### config.mk
export PLATFORM = sky130hd
export DESIGN_NAME = health_bar_trail
export DESIGN_NICKNAME = d
export VERILOG_FILES = /design/src/rtl/health_bar_trail.sv
export SDC_FILE = /design/constraint.sdc
export NUM_CORES = 1
export LEC_CHECK = 0
export ABC_AREA = 1
export BUFFER_PORTS_ARGS = -buffer_cell sky130_fd_sc_hd__buf_2
export CAP_MARGIN = 0
export CORE_UTILIZATION = 35
export DETAILED_ROUTE_END_ITERATION = 6
export GPL_ROUTABILITY_DRIVEN = 0
export PLACE_DENSITY = 0.53
export SYNTH_ARGS = -nofsm -noshare
export SYNTH_HDL_FRONTEND = slang
export SYNTH_SLANG_ARGS = --single-unit
### constraint.sdc
create_clock -name CLK -period 6.5 [get_ports CLK]
set_input_delay 0.65 -clock CLK [delete_from_list [all_inputs] [get_ports CLK]]
set_output_delay 0.65 -clock CLK [all_outputs]
set_load 0.01 [all_outputs]
### src/rtl/health_bar_trail.sv
// health_bar_trail: per-slot enemy health bar with a delayed damage trail and
// a blinking hit flash, rendered as a 4-bit palette index one cycle after the
// pixel coordinate arrives.
//
// Ports:
//   CLK, RST            clock, synchronous active-high reset
//   frame_tick          one-cycle per-frame pulse; advances trail and flash
//   x, y                enemy-local pixel coordinate
//   is_enemy_in_pixel   an enemy covers the current pixel
//   slot_sel            slot of the enemy covering the pixel
//   enemy_type          type of the selected slot, selects the bar scale
//   health              flat per-slot health, slot k at [k*HEALTH_W +: HEALTH_W]
//   enemy_active        per-slot active flag
//   spawn               per-slot (re)spawn pulse
//   pixel               registered palette index, 0 = transparent
module health_bar_trail #(
    parameter int unsigned N_SLOTS      = 4,
    parameter int unsigned HEALTH_W     = 8,
    parameter int unsigned BAR_WIDTH    = 32,
    parameter int unsigned BAR_HEIGHT   = 3,
    parameter int unsigned X_OFFSET     = 2,
    parameter int unsigned TRAIL_STEP   = 1,
    parameter int unsigned FLASH_FRAMES = 8,
    parameter int unsigned COL_FILL     = 6,
    parameter int unsigned COL_EMPTY    = 2,
    parameter int unsigned COL_TRAIL    = 4,
    parameter int unsigned COL_FLASH    = 15,
    localparam int unsigned SEL_W       = (N_SLOTS > 1) ? $clog2(N_SLOTS) : 1
) (
    input  logic                         CLK,
    input  logic                         RST,
    input  logic                         frame_tick,
    input  logic [9:0]                   x,
    input  logic [9:0]                   y,
    input  logic                         is_enemy_in_pixel,
    input  logic [SEL_W-1:0]             slot_sel,
    input  logic [3:0]                   enemy_type,
    input  logic [N_SLOTS*HEALTH_W-1:0]  health,
    input  logic [N_SLOTS-1:0]           enemy_active,
    input  logic [N_SLOTS-1:0]           spawn,
    output logic [3:0]                   pixel
);

    localparam int unsigned FL_W  = $clog2(FLASH_FRAMES + 1);
    localparam int unsigned SW    = HEALTH_W + 3;
    localparam int unsigned CW    = (SW > 10) ? SW : 10;
    localparam int unsigned SEL_N = 1 << SEL_W;

    logic [HEALTH_W-1:0] health_s [N_SLOTS];
    logic [HEALTH_W-1:0] trail_q  [N_SLOTS];
    logic [HEALTH_W-1:0] trail_d  [N_SLOTS];
    logic [HEALTH_W-1:0] prev_q   [N_SLOTS];
    logic [HEALTH_W-1:0] prev_d   [N_SLOTS];
    logic [FL_W-1:0]     flash_q  [N_SLOTS];
    logic [FL_W-1:0]     flash_d  [N_SLOTS];

    // Selector views padded to the full slot_sel range; unused codes read as inactive.
    logic [HEALTH_W-1:0] h_ext [SEL_N];
    logic [HEALTH_W-1:0] t_ext [SEL_N];
    logic                f_ext [SEL_N];
    logic                a_ext [SEL_N];

    logic [3:0]          pixel_q;
    logic [3:0]          pixel_d;

    logic [HEALTH_W-1:0] h_sel;
    logic [HEALTH_W-1:0] t_sel;
    logic [SW-1:0]       fill_w;
    logic [SW-1:0]       trail_w;
    logic [9:0]          col;
    logic                bar_hit;

    for (genvar k = 0; k < SEL_N; k++) begin : g_slot
        if (k < N_SLOTS) begin : g_real
            assign health_s[k] = health[k*HEALTH_W +: HEALTH_W];
            assign h_ext[k]    = health_s[k];
            assign t_ext[k]    = trail_q[k];
            assign f_ext[k]    = flash_q[k][0];
            assign a_ext[k]    = enemy_active[k];
        end else begin : g_pad
            assign h_ext[k]    = '0;
            assign t_ext[k]    = '0;
            assign f_ext[k]    = 1'b0;
            assign a_ext[k]    = 1'b0;
        end
    end

    // Per-slot trail / flash / previous-health update.
    always_comb begin
        for (int k = 0; k < N_SLOTS; k++) begin
            trail_d[k] = trail_q[k];
            prev_d[k]  = prev_q[k];
            flash_d[k] = flash_q[k];
        end
        for (int k = 0; k < N_SLOTS; k++) begin
            if (!enemy_active[k]) begin
                trail_d[k] = '0;
                prev_d[k]  = '0;
                flash_d[k] = '0;
            end else if (spawn[k]) begin
                trail_d[k] = health_s[k];
                prev_d[k]  = health_s[k];
                flash_d[k] = '0;
            end else begin
                prev_d[k] = health_s[k];
                if (frame_tick) begin
                    // Heals snap the trail up; damage drains it, never below health.
                    if (health_s[k] >= trail_q[k]) begin
                        trail_d[k] = health_s[k];
                    end else if ((trail_q[k] - health_s[k]) > HEALTH_W'(TRAIL_STEP)) begin
                        trail_d[k] = trail_q[k] - HEALTH_W'(TRAIL_STEP);
                    end else begin
                        trail_d[k] = health_s[k];
                    end
                end
                // A fresh hit reloads the flash even on a frame tick.
                if (health_s[k] < prev_q[k]) begin
                    flash_d[k] = FL_W'(FLASH_FRAMES);
                end else if (frame_tick && (flash_q[k] != '0)) begin
                    flash_d[k] = flash_q[k] - FL_W'(1);
                end
            end
        end
    end

    // Pixel colour from pre-update state.
    always_comb begin
        pixel_d = 4'd0;
        h_sel   = h_ext[slot_sel];
        t_sel   = t_ext[slot_sel];
        col     = x - 10'(X_OFFSET);
        bar_hit = is_enemy_in_pixel && a_ext[slot_sel] &&
                  (x >= 10'(X_OFFSET)) && (x < 10'(BAR_WIDTH)) &&
                  (y < 10'(BAR_HEIGHT));
        case (enemy_type)
            4'd0: begin
                fill_w  = SW'(h_sel) << 2;
                trail_w = SW'(t_sel) << 2;
            end
            4'd1: begin
                fill_w  = SW'(h_sel) << 3;
                trail_w = SW'(t_sel) << 3;
            end
            4'd3: begin
                fill_w  = SW'(h_sel >> 2);
                trail_w = SW'(t_sel >> 2);
            end
            default: begin
                fill_w  = SW'(h_sel);
                trail_w = SW'(t_sel);
            end
        endcase
        if (bar_hit) begin
            if (CW'(col) < CW'(fill_w)) begin
                pixel_d = f_ext[slot_sel] ? 4'(COL_FLASH) : 4'(COL_FILL);
            end else if (CW'(col) < CW'(trail_w)) begin
                pixel_d = 4'(COL_TRAIL);
            end else begin
                pixel_d = 4'(COL_EMPTY);
            end
        end
    end

    // State and output registers.
    always_ff @(posedge CLK) begin
        if (RST) begin
            pixel_q <= 4'd0;
            for (int k = 0; k < N_SLOTS; k++) begin
                trail_q[k] <= '0;
                prev_q[k]  <= '0;
                flash_q[k] <= '0;
            end
        end else begin
            pixel_q <= pixel_d;
            for (int k = 0; k < N_SLOTS; k++) begin
                trail_q[k] <= trail_d[k];
                prev_q[k]  <= prev_d[k];
                flash_q[k] <= flash_d[k];
            end
        end
    end

    assign pixel = pixel_q;

endmodule

==> impl_metrics.tcl <==
set metrics [dict create \
    switching_share 0.354 \
    drv_slew 0 \
    r2r-start "trail_q[3][0]" \
    routed-wl-met3_um 1040 \
    clockBufferDepth 2 \
    crit_path_end_kind "flip-flop" \
    die_x_um 151 \
    setup_tns_ps 0 \
    startpoint "slot_sel[0]" \
    drive_above_1_share 0.105 \
    worst_hold_path_type "flip-flop to flip-flop" \
    antenna_found_initial 0 \
    grt_overflow 0 \
    highest_layer "met4" \
    post-route-util 0.397 \
    p_clk_frac 0.350 \
    ff2ff_setup_slack_ps 3920 \
    port_buffers 73 \
    post-cts-setup-buffer-count 0 \
    switching_power_mw 0.547 \
    critPathRequiredTime_ps 6740 \
    syn_nets 1391 \
    cts_tree "yes" \
    maxCapViolCount 0 \
    synthCells 1229 \
    pwr_density_cell_nw_per_um2 178 \
    internal-power_mw 0.996 \
    syn_area_um2 7800 \
    crit_fanout 59 \
    coreArea_um2 21800 \
    clk_pin_slew_ps 70 \
    post-route-period-util 0.474 \
    skew_ps 8.16 \
    crit_top_cell "nand2_1" \
    via_per_inst 4.87 \
    post-route-min-period_ps 3080 \
    worst_slew_pin_slew_ps 916 \
    fill_cells 2391 \
    drtIter0Drc 637 \
    met1_length_um 11100 \
    p_leak_nw 4.34 \
    hold_violations 0 \
    ys_seq_area_frac 0.213 \
    pwr-share-seq 0.356 \
    die_area_um2 22900 \
    grt_max_degree 60 \
    cts_made_buffers 9 \
    grt_pass1_vias 7016 \
    wl_per_cell_um 14.3 \
    h-tree-depth 3 \
    status "completed" \
    comb_power_share 0.294 \
    path_cells "buf_2 > inv_1 > nand2_1 > nand3_1 > nand2_1 > inv_1 > a211oi_1 > ha_1 > a21oi_1 > o21ai_0 > nand2_1 > nand2_1 > a21oi_1 > a21oi_1" \
    die_h_um 151 \
    cts_sinks 83 \
    rsz0062_at_grt "false" \
    register_area_um2 1660 \
    synthDistinctLibCells 42 \
    ir_worst_vdd_uv 130 \
    stdcell_count 1571 \
    startpoint_type "input port" \
    critPathKind "input port to flip-flop" \
    design_area_um2 8660 \
    synth-edff-count 0 \
    syn_avg_cell_area_um2 6.34 \
    num_rows 54 \
    vias 7644 \
    yosysWarnings 0 \
    multi_input_area_um2 5180 \
    drc 0 \
    max_freq_mhz 325 \
    placedCellCount 1555 \
    cp_slowest_cell "buf_2" \
    grt_pass1_wl_um 36500 \
    area_growth_pct 11.1 \
    insertion_delay_ps 360 \
    setup_viol_count_final 0 \
    crit_family "buffers and inverters" \
    io_pins 74 \
    dpl_cell_area_um2 8360 \
    cts_root_buffer "clkbuf_16" \
    final_nets 1448 \
    cp_num_buf_inv 3 \
    slew_headroom 0.387 \
    met2_length_um 9900 \
    ctsResizeCount 0 \
    start_util 0.357 \
    arrival_ps 3320 \
    cp_slowest_stage_delay_ps 640 \
    synth_flop_cell "dfxtp_1" \
    setup_ws_ps 3420 \
    ys_ff_latch 83 \
    ant_nets 0 \
    synthArstFlopShare 0 \
    hold_buffers 0 \
    dr.pass1.iters 5 \
    dp_hpwl_um 18100 \
    post-place-ws_ps 3130 \
    n_antenna_cell 0 \
    gr-usage-all-layers 0.206 \
    worstHoldStart "flash_q[2][0]" \
    drt-total-wl_um 22400 \
]
==> tightest hold or removal path, stage by stage (launching register included) <==
cell     delay, ps
dfxtp_1        320
nand2_1         60
a21oi_1         50
==> Yosys cell counts (5+ instances only) <==
master	n	area [µm²]
a21oi_1	95	475
a21oi_2	15	131
buf_2	6	30.0
clkbuf_1	11	41.3
dfxtp_1	83	1660
ha_1	88	1100
inv_1	202	758
inv_2	7	26.3
nand2_1	261	980
nand2_2	5	31.3
nand3_1	83	415
nand3b_1	7	52.6
nand4_1	26	163
nor2_1	142	533
nor3_1	16	80.1
o211ai_1	6	45.0
o21ai_0	62	310
o22ai_1	16	100
xnor2_1	12	105
xor2_1	23	201
==> area by class of cell <==
type	instances	area share
multi-input cells	907	0.599
well taps	280	0.0405
clock inverters	7	0.00881
flip-flops and latches	83	0.192
clock buffers	9	0.0260
repair buffers	73	0.0422
inverters	212	0.0919
==> power groups by stage <==
stage / sequential (mW) / combinational, mW / clock, mW
3_5_place_dp: 0.560 / 0.453 / 0
4_1_cts: 0.549 / 0.455 / 0.555
2_1_floorplan: 0.553 / 0.336 / 0
3_3_place_gp: 0.560 / 0.451 / 0
6_report: 0.549 / 0.454 / 0.540
5_1_grt: 0.551 / 0.526 / 0.578
==> registers in the layout, indices dropped and copies added (netlist names) <==
register and cells:
flash_q 16, pixel 3, prev_q 32, trail_q 32
==> worst paths after layout <==
kind,end,depth (start not counted)
setup / recovery,pixel[1],14
hold / removal,flash_q[2][0],2
setup reg to reg,trail_q[3][7],16
hold reg to reg,flash_q[2][0],2
==> per-stage QoR <==
| stage | power, mW | hold WS [ps] |
|---|---|---|
| 2_1_floorplan | 0.889 | 453 |
| 3_3_place_gp | 1.01 | 466 |
| 3_5_place_dp | 1.01 | 473 |
| 4_1_cts | 1.56 | 483 |
| 5_1_grt | 1.65 | 511 |
| 6_report | 1.54 | 478 |
==> kinds of logic after synthesis <==
kind of cell             Yosys count  share of synthesized area
buffers and inverters            239                      0.122
flip-flops                        83                      0.213
XOR/XNOR                          35                     0.0393
adder cells (fa/ha/maj)           92                      0.152
AND/OR/NAND/NOR                  561                      0.312
AO/OA/AOI/OAI                    219                      0.162
==> layer usage <==
| metal | GRT usage | vias to the layer above |
|---|---|---|
| met5 | 0 | - |
| li1 | - | 4113 |
| met3 | 0.0271 | 20 |
| met1 | 0.285 | 3347 |
| met4 | 0.0655 | 0 |
| met2 | 0.329 | 164 |
==> cell usage in the layout (no fill, tap or decap), types with 15 or more instances in the layout <==
cell / n
o22ai_1: 16
a21oi_1: 95
a21oi_2: 15
nor2_1: 142
inv_1: 202
nand4_1: 26
ha_1: 88
nor3_1: 16
buf_2: 73
xor2_1: 23
nand3_1: 83
dfxtp_1: 83
o21ai_0: 62
nand2_1: 261
(Power assumes the default switching activity.)
